$ cat src/rtl/cpu_value_stack_pkg.sv
`default_nettype none
// ----------------------------------------------------------------------------
// cpu_value_stack_pkg : shared value-type tags, stack op codes, trap codes
// Revision: 1.0
// ----------------------------------------------------------------------------
package cpu_value_stack_pkg;

  localparam logic [1:0] TYPE_I32 = 2'd0;
  localparam logic [1:0] TYPE_I64 = 2'd1;
  localparam logic [1:0] TYPE_F32 = 2'd2;
  localparam logic [1:0] TYPE_F64 = 2'd3;

  localparam logic [2:0] OP_NONE  = 3'd0;
  localparam logic [2:0] OP_PUSH  = 3'd1;
  localparam logic [2:0] OP_POP   = 3'd2;
  localparam logic [2:0] OP_BINOP = 3'd3;
  localparam logic [2:0] OP_UNOP  = 3'd4;
  localparam logic [2:0] OP_DROP2 = 3'd5;

  localparam logic [3:0] TRAP_NONE       = 4'd0;
  localparam logic [3:0] STACK_UNDERFLOW = 4'd1;
  localparam logic [3:0] STACK_OVERFLOW  = 4'd2;

  typedef struct packed {
    logic [1:0]  vtype;
    logic [63:0] data;
  } stack_entry_t;

endpackage
`default_nettype wire

$ cat src/rtl/cpu_stack_ram.sv
`default_nettype none
// ----------------------------------------------------------------------------
// cpu_stack_ram : 1 synchronous write port, 2 asynchronous read ports
// Revision: 1.0
// ----------------------------------------------------------------------------
module cpu_stack_ram
  import cpu_value_stack_pkg::*;
#(
  parameter int ADDR_W = 4,
  parameter int WIDTH  = $bits(stack_entry_t)
) (
  input  logic              clk,
  input  logic              we_i,
  input  logic [ADDR_W-1:0] waddr_i,
  input  logic [WIDTH-1:0]  wdata_i,
  input  logic [ADDR_W-1:0] raddr_a_i,
  output logic [WIDTH-1:0]  rdata_a_o,
  input  logic [ADDR_W-1:0] raddr_b_i,
  output logic [WIDTH-1:0]  rdata_b_o
);

  logic [WIDTH-1:0] mem_q [2**ADDR_W];

  always_ff @(posedge clk) begin
    if (we_i) begin
      mem_q[waddr_i] <= wdata_i;
    end
  end

  assign rdata_a_o = mem_q[raddr_a_i];
  assign rdata_b_o = mem_q[raddr_b_i];

endmodule
`default_nettype wire

$ cat src/rtl/cpu_value_stack.sv
`default_nettype none
// ----------------------------------------------------------------------------
// cpu_value_stack : typed 64-bit operand stack with sticky under/overflow trap
// Revision: 1.0
// ----------------------------------------------------------------------------
module cpu_value_stack
  import cpu_value_stack_pkg::*;
#(
  parameter int DEPTH_ADDR = 4
) (
  input  logic                  clk,
  input  logic                  reset,
  input  logic [2:0]            op,
  input  logic [63:0]           data_in,
  input  logic [1:0]            type_in,
  output logic [63:0]           top,
  output logic [1:0]            top_type,
  output logic [63:0]           second,
  output logic [1:0]            second_type,
  output logic                  empty,
  output logic [DEPTH_ADDR:0]   size,
  output logic [3:0]            trap
);

  localparam logic [DEPTH_ADDR:0]   CAPACITY = {1'b1, {DEPTH_ADDR{1'b0}}};
  localparam logic [DEPTH_ADDR:0]   SP_ONE   = (DEPTH_ADDR+1)'(1);
  localparam logic [DEPTH_ADDR:0]   SP_TWO   = (DEPTH_ADDR+1)'(2);
  localparam logic [DEPTH_ADDR-1:0] PTR_ONE  = DEPTH_ADDR'(1);
  localparam logic [DEPTH_ADDR-1:0] PTR_TWO  = DEPTH_ADDR'(2);

  logic [DEPTH_ADDR:0]   sp_q, sp_d;
  logic [3:0]            trap_q, trap_d;
  logic                  we;
  logic [DEPTH_ADDR-1:0] waddr;
  logic [DEPTH_ADDR-1:0] addr_top, addr_second;
  stack_entry_t          wdata, rd_top, rd_second;

  assign wdata       = '{vtype: type_in, data: data_in};
  assign addr_top    = sp_q[DEPTH_ADDR-1:0] - PTR_ONE;
  assign addr_second = sp_q[DEPTH_ADDR-1:0] - PTR_TWO;

  always_comb begin
    sp_d   = sp_q;
    trap_d = trap_q;
    we     = 1'b0;
    waddr  = addr_top;
    // A nonzero trap freezes pointer and storage until reset.
    if (trap_q == TRAP_NONE) begin
      case (op)
        OP_PUSH: begin
          if (sp_q == CAPACITY) begin
            trap_d = STACK_OVERFLOW;
          end else begin
            we    = 1'b1;
            waddr = sp_q[DEPTH_ADDR-1:0];
            sp_d  = sp_q + SP_ONE;
          end
        end
        OP_POP: begin
          if (sp_q == '0) trap_d = STACK_UNDERFLOW;
          else            sp_d   = sp_q - SP_ONE;
        end
        OP_DROP2: begin
          if (sp_q < SP_TWO) trap_d = STACK_UNDERFLOW;
          else               sp_d   = sp_q - SP_TWO;
        end
        OP_BINOP: begin
          if (sp_q < SP_TWO) begin
            trap_d = STACK_UNDERFLOW;
          end else begin
            we    = 1'b1;
            waddr = addr_second;
            sp_d  = sp_q - SP_ONE;
          end
        end
        OP_UNOP: begin
          if (sp_q == '0) begin
            trap_d = STACK_UNDERFLOW;
          end else begin
            we    = 1'b1;
            waddr = addr_top;
          end
        end
        default: ;
      endcase
    end
  end

  always_ff @(posedge clk) begin
    if (reset) begin
      sp_q   <= '0;
      trap_q <= TRAP_NONE;
    end else begin
      sp_q   <= sp_d;
      trap_q <= trap_d;
    end
  end

  cpu_stack_ram #(
    .ADDR_W (DEPTH_ADDR),
    .WIDTH  ($bits(stack_entry_t))
  ) u_ram (
    .clk       (clk),
    .we_i      (we),
    .waddr_i   (waddr),
    .wdata_i   (wdata),
    .raddr_a_i (addr_top),
    .rdata_a_o (rd_top),
    .raddr_b_i (addr_second),
    .rdata_b_o (rd_second)
  );

  // Reads past the live region return stale RAM data, so mask them here.
  assign top         = (sp_q != '0)    ? rd_top.data     : 64'd0;
  assign top_type    = (sp_q != '0)    ? rd_top.vtype    : TYPE_I32;
  assign second      = (sp_q >= SP_TWO) ? rd_second.data  : 64'd0;
  assign second_type = (sp_q >= SP_TWO) ? rd_second.vtype : TYPE_I32;
  assign empty       = (sp_q == '0);
  assign size        = sp_q;
  assign trap        = trap_q;

endmodule
`default_nettype wire

$ cat config.mk
export PLATFORM = sky130hd
export DESIGN_NAME = cpu_value_stack
export DESIGN_NICKNAME = d
export VERILOG_FILES = /design/src/rtl/cpu_value_stack_pkg.sv /design/src/rtl/cpu_stack_ram.sv /design/src/rtl/cpu_value_stack.sv
export SDC_FILE = /design/constraint.sdc
export NUM_CORES = 2
export LEC_CHECK = 0
export CORE_UTILIZATION = 51
export DETAILED_ROUTE_END_ITERATION = 10
export GPL_TIMING_DRIVEN = 0
export PLACE_DENSITY = 0.69
export SLEW_MARGIN = 10
export SYNTH_ARGS = -nofsm -noshare
export SYNTH_HDL_FRONTEND = slang
export SYNTH_SLANG_ARGS = --single-unit
export TNS_END_PERCENT = 5
$ cat constraint.sdc
create_clock -name clk -period 15.2 [get_ports clk]
set_clock_uncertainty 0.05 [all_clocks]
set_input_delay 4.56 -clock clk [delete_from_list [all_inputs] [get_ports clk]]
set_output_delay 4.56 -clock clk [all_outputs]
set_load 0.1 [all_outputs]
==> flow_summary_export.csv <==
group,metric,value,unit
logic_synthesis,synthesis_warnings,0,
setup_path,timing.rr.start,"size[0]",
power,power-per-cell-area,151,nW/um2
floorplanning,dieHeight,314,um
cells_and_area,utilization,60.3,%
setup_path,critical_path_class,"reg2out",
logic_synthesis,synth.top_cells.by_area,"edfxtp_1, mux4_2, a211oi_1",
logic_synthesis,synth_ff_type,"edfxtp_1",
cells_and_area,final_cell_mix,"edfxtp_1, mux4_2, clkdlybuf4s50_1, nor2b_1, a211oi_1",
setup_path,reg2regPathDepth,14,
placed_design,globalplace.congestion,0.865,
status,outcome,"complete, no violations",
power,ir_drop,168,uV
drt,drtAntennaViolNets,0,
global_routing,sum_of_overflow_across_all_layers_after_global_routing,0,
cells_and_area,area_delta_synth_final,17.3,%
sta,layout_min_cycle_time,11.64,ns
placed_design,placement.io_buffers,209,
clock_network,clkSlewWorstSetupHoldPaths,0.06,ns
logic_synthesis,synth_largest_type_area_fraction,63.9,%
sta,setup_repair_after_global_routing_missed_its_margin,"no",
sta,slew-limit-headroom,17.7,%
drt,drt-pass1-iter-count,7,
cells_and_area,regArea,31900,um2
setup_path,timing.rr.end,"u_ram.mem_q[14][31]",
min_path,hold_depth,2,
sta,finalWorstSetupSlack,3.56,ns
logic_synthesis,synthesis.instances,2319,
power,power_leakage,17.6,nW
setup_path,timing.critical_path.to_type,"output port",
cells_and_area,nNetsFinal,2802,
drt,total_routed_wirelength,144000,um
drt,remaining_drc_errors,0,
drt,avgRoutedWirePerCell,35.3,um
sta,timing_max_transition_violations_final,0,
setup_path,critPathMostFrequentCell,"buf_2",
placed_design,post_detailed_placement_cell_area,54700,um2
floorplanning,std_cell_rows,114,
sta,f_max,85.9,MHz
placed_design,post-dp-hpwl,98800,um
floorplanning,design.portCount,213,
min_path,hold_removal_path_class,"reg2reg",
setup_path,cell_breakdown_of_the_critical_path,"buf_2 -> buf_2 -> buf_2 -> inv_1 -> ha_1 -> clkbuf_2 -> a21boi_0 -> xnor2_1 -> buf_2 -> buf_2 -> buf_1 -> a211oi_1 -> a211oi_1 -> clkdlybuf4s50_1",
cells_and_area,final_common_cell,"edfxtp_1",
drt,routed_via_density,6.91,
clock_network,cts_tree,"built",
logic_synthesis,synth_register_bits,1063,
global_routing,grt_use_total,29.7,%
logic_synthesis,synth_edf_count,1056,
setup_path,critPathMaxStageDelay,1.27,ns
power,report.power.total,0.00877,W
cells_and_area,drive_above_1_share,34.4,%
sta,worst-slew-pin-transition,1.23,ns
clock_network,hold_buffers,0,
cells_and_area,filler_cell_count,6783,
floorplanning,start_util,51.4,%
logic_synthesis,synth-seq-area-share,64.2,%
clock_network,clock_sink_total,1063,
clock_network,clock_path_buffers,3,
global_routing,vias_in_the_first_global_route,29500,
floorplanning,core_area,96600,um2
sta,timing.final.hold_violations,0,
sta,timing.final.setup_violations,0,
setup_path,crit_path_top_delay_cell,"clkdlybuf4s50_1",
logic_synthesis,synth.avg_cell_area,21.4,um2
logic_synthesis,synth_top_area_cell,"edfxtp_1",
clock_network,cts-resized-gates,0,
clock_network,cts_setup_buffers,0,
min_path,worst_hold_path.endpoint,"trap[0]",
placed_design,dp_worst_setup_slack,4.48,ns
floorplanning,die_x,314,um
logic_synthesis,area_of_the_mapped_netlist,49600,um2
clock_network,clk_latency,0.71,ns
sta,whs,0.549,ns
setup_path,regToRegSetupSlack,8.83,ns
flow_run,timing.max_cap.violations,0,
global_routing,grt_max_degree,21,
logic_synthesis,postSynth.asyncResetShare,0,%
setup_path,worst_ep_arrival_time,7.03,ns
cells_and_area,finalInstanceArea,58200,um2
clock_network,tritoncts.num_buffers,112,
global_routing,antenna_found_initial,14,
drt,vias,28300,
cells_and_area,area_taken_by_multi_input_logic_gates,16900,um2
min_path,hold_start,"trap[0]",
clock_network,cts.root.buffer_cell,"clkbuf_16",
drt,drt_first_iter_violations,3819,
logic_synthesis,yosysUniqueCellTypes,54,
setup_path,startpoint_type_of_the_worst_setup_path,"register",
global_routing,first_pass_grt_wire_length,207000,um
setup_path,critical_path_peak_fanout,11,
floorplanning,die_area,98600,um2
sta,post-route-period-util,76.6,%
clock_network,h_tree_levels,3,
setup_path,data_required_time_at_the_worst_endpoint,10.59,ns
-- per-stage QoR --
stage / std cells / TNS [ns]
after CTS: 4087 / 0
after floorplan: 2320 / 0
after global placement: 3805 / -839.05
final: 4094 / 0
after detailed placement: 3884 / 0
after global routing: 4090 / 0
-- flip-flops by register name, summed over array words and instances (netlist names) --
name         cells
size             5
trap             2
u_ram.mem_q   1056
-- power by group --
group	internal, W	switching [W]	total [W]
clock	0.00148	0.00113	0.00260
combinational	0.000921	0.00199	0.00291
sequential	0.00325	0.00000986	0.00326
-- synthesized netlist by cell type (2+ instances only) --
cell type  number
buf_1           6
a22oi_1         3
nor2_1         20
xor2_1          3
o21ai_0         6
nand3_1         6
nand3b_1        4
a31oi_1         2
nand2_1        11
a21oi_1        11
mux2_2          2
or4bb_1         2
nand2b_1        4
inv_1          10
a21boi_0        2
nor3b_1         5
mux2i_1        69
a211oi_1      135
o211a_1         2
mux4_2        594
and3b_1         2
o211ai_1        2
dfxtp_1         7
clkbuf_1       67
buf_2          81
nor2b_1       135
buf_4          33
edfxtp_1     1056
buf_6           7
ha_1            8
-- per-layer routing --
metal / GRT usage [%] / vias to the layer above / share of wire, % / wire [um]
met5: 0 / - / 0.074 / 107
met4: 11.2 / 16 / 3.4 / 4840
met3: 8.09 / 306 / 11 / 15500
met2: 47.1 / 1882 / 49 / 70500
met1: 39.7 / 15100 / 37 / 53400
li1: - / 11000 / - / -
-- cell families after synthesis --
| kind of cell | count (synthesis) | synth area share, % |
|---|---|---|
| and+or+nand+nor | 201 | 2.48 |
| xor gates and xnor gates | 4 | 0.0706 |
| DFF | 1063 | 64.2 |
| adders and majority gates | 9 | 0.242 |
| buffers and inverters | 205 | 2.11 |
| AOI/OAI and AO/OA | 171 | 2.52 |
| muxes | 665 | 28.4 |
| other | 1 | 0.00756 |
-- worst max path at each step --
| stage | start | to | slack (ns) | depth (start not counted) |
|---|---|---|---|---|
| floorplan | op[1] | u_ram.mem_q[14][0] | 3.89 | 6 |
| global placement | op[0] | u_ram.mem_q[14][25] | -3.20 | 7 |
| detailed placement | size[1] | top[17] | 4.48 | 14 |
| CTS | size[1] | top[29] | 3.66 | 14 |
| global route | size[1] | top[29] | 3.39 | 14 |
| finish | size[1] | top[29] | 3.56 | 14 |
-- worst max-delay path, delay by kind of cell, from the launching register on --
family / cells / cell delay [ns]
flip-flops: 1 / 0.41
AO/OA/AOI/OAI: 3 / 1.09
buffers and inverters: 9 / 4.29
XOR/XNOR: 1 / 0.26
adder cells (fa/ha/maj): 1 / 0.25
-- area by class of cell --
cell class | count | share of cell area, %
multi-input combinational | 1052 | 29.0
clock inverter | 66 | 0.755
clock buffer | 137 | 5.16
tap | 1276 | 2.74
timing repair buffer | 288 | 5.82
inverter | 10 | 0.0645
buffer | 195 | 1.74
sequential | 1063 | 54.7
antenna | 7 | 0.0301
Power figures use the tool's default switching activity.
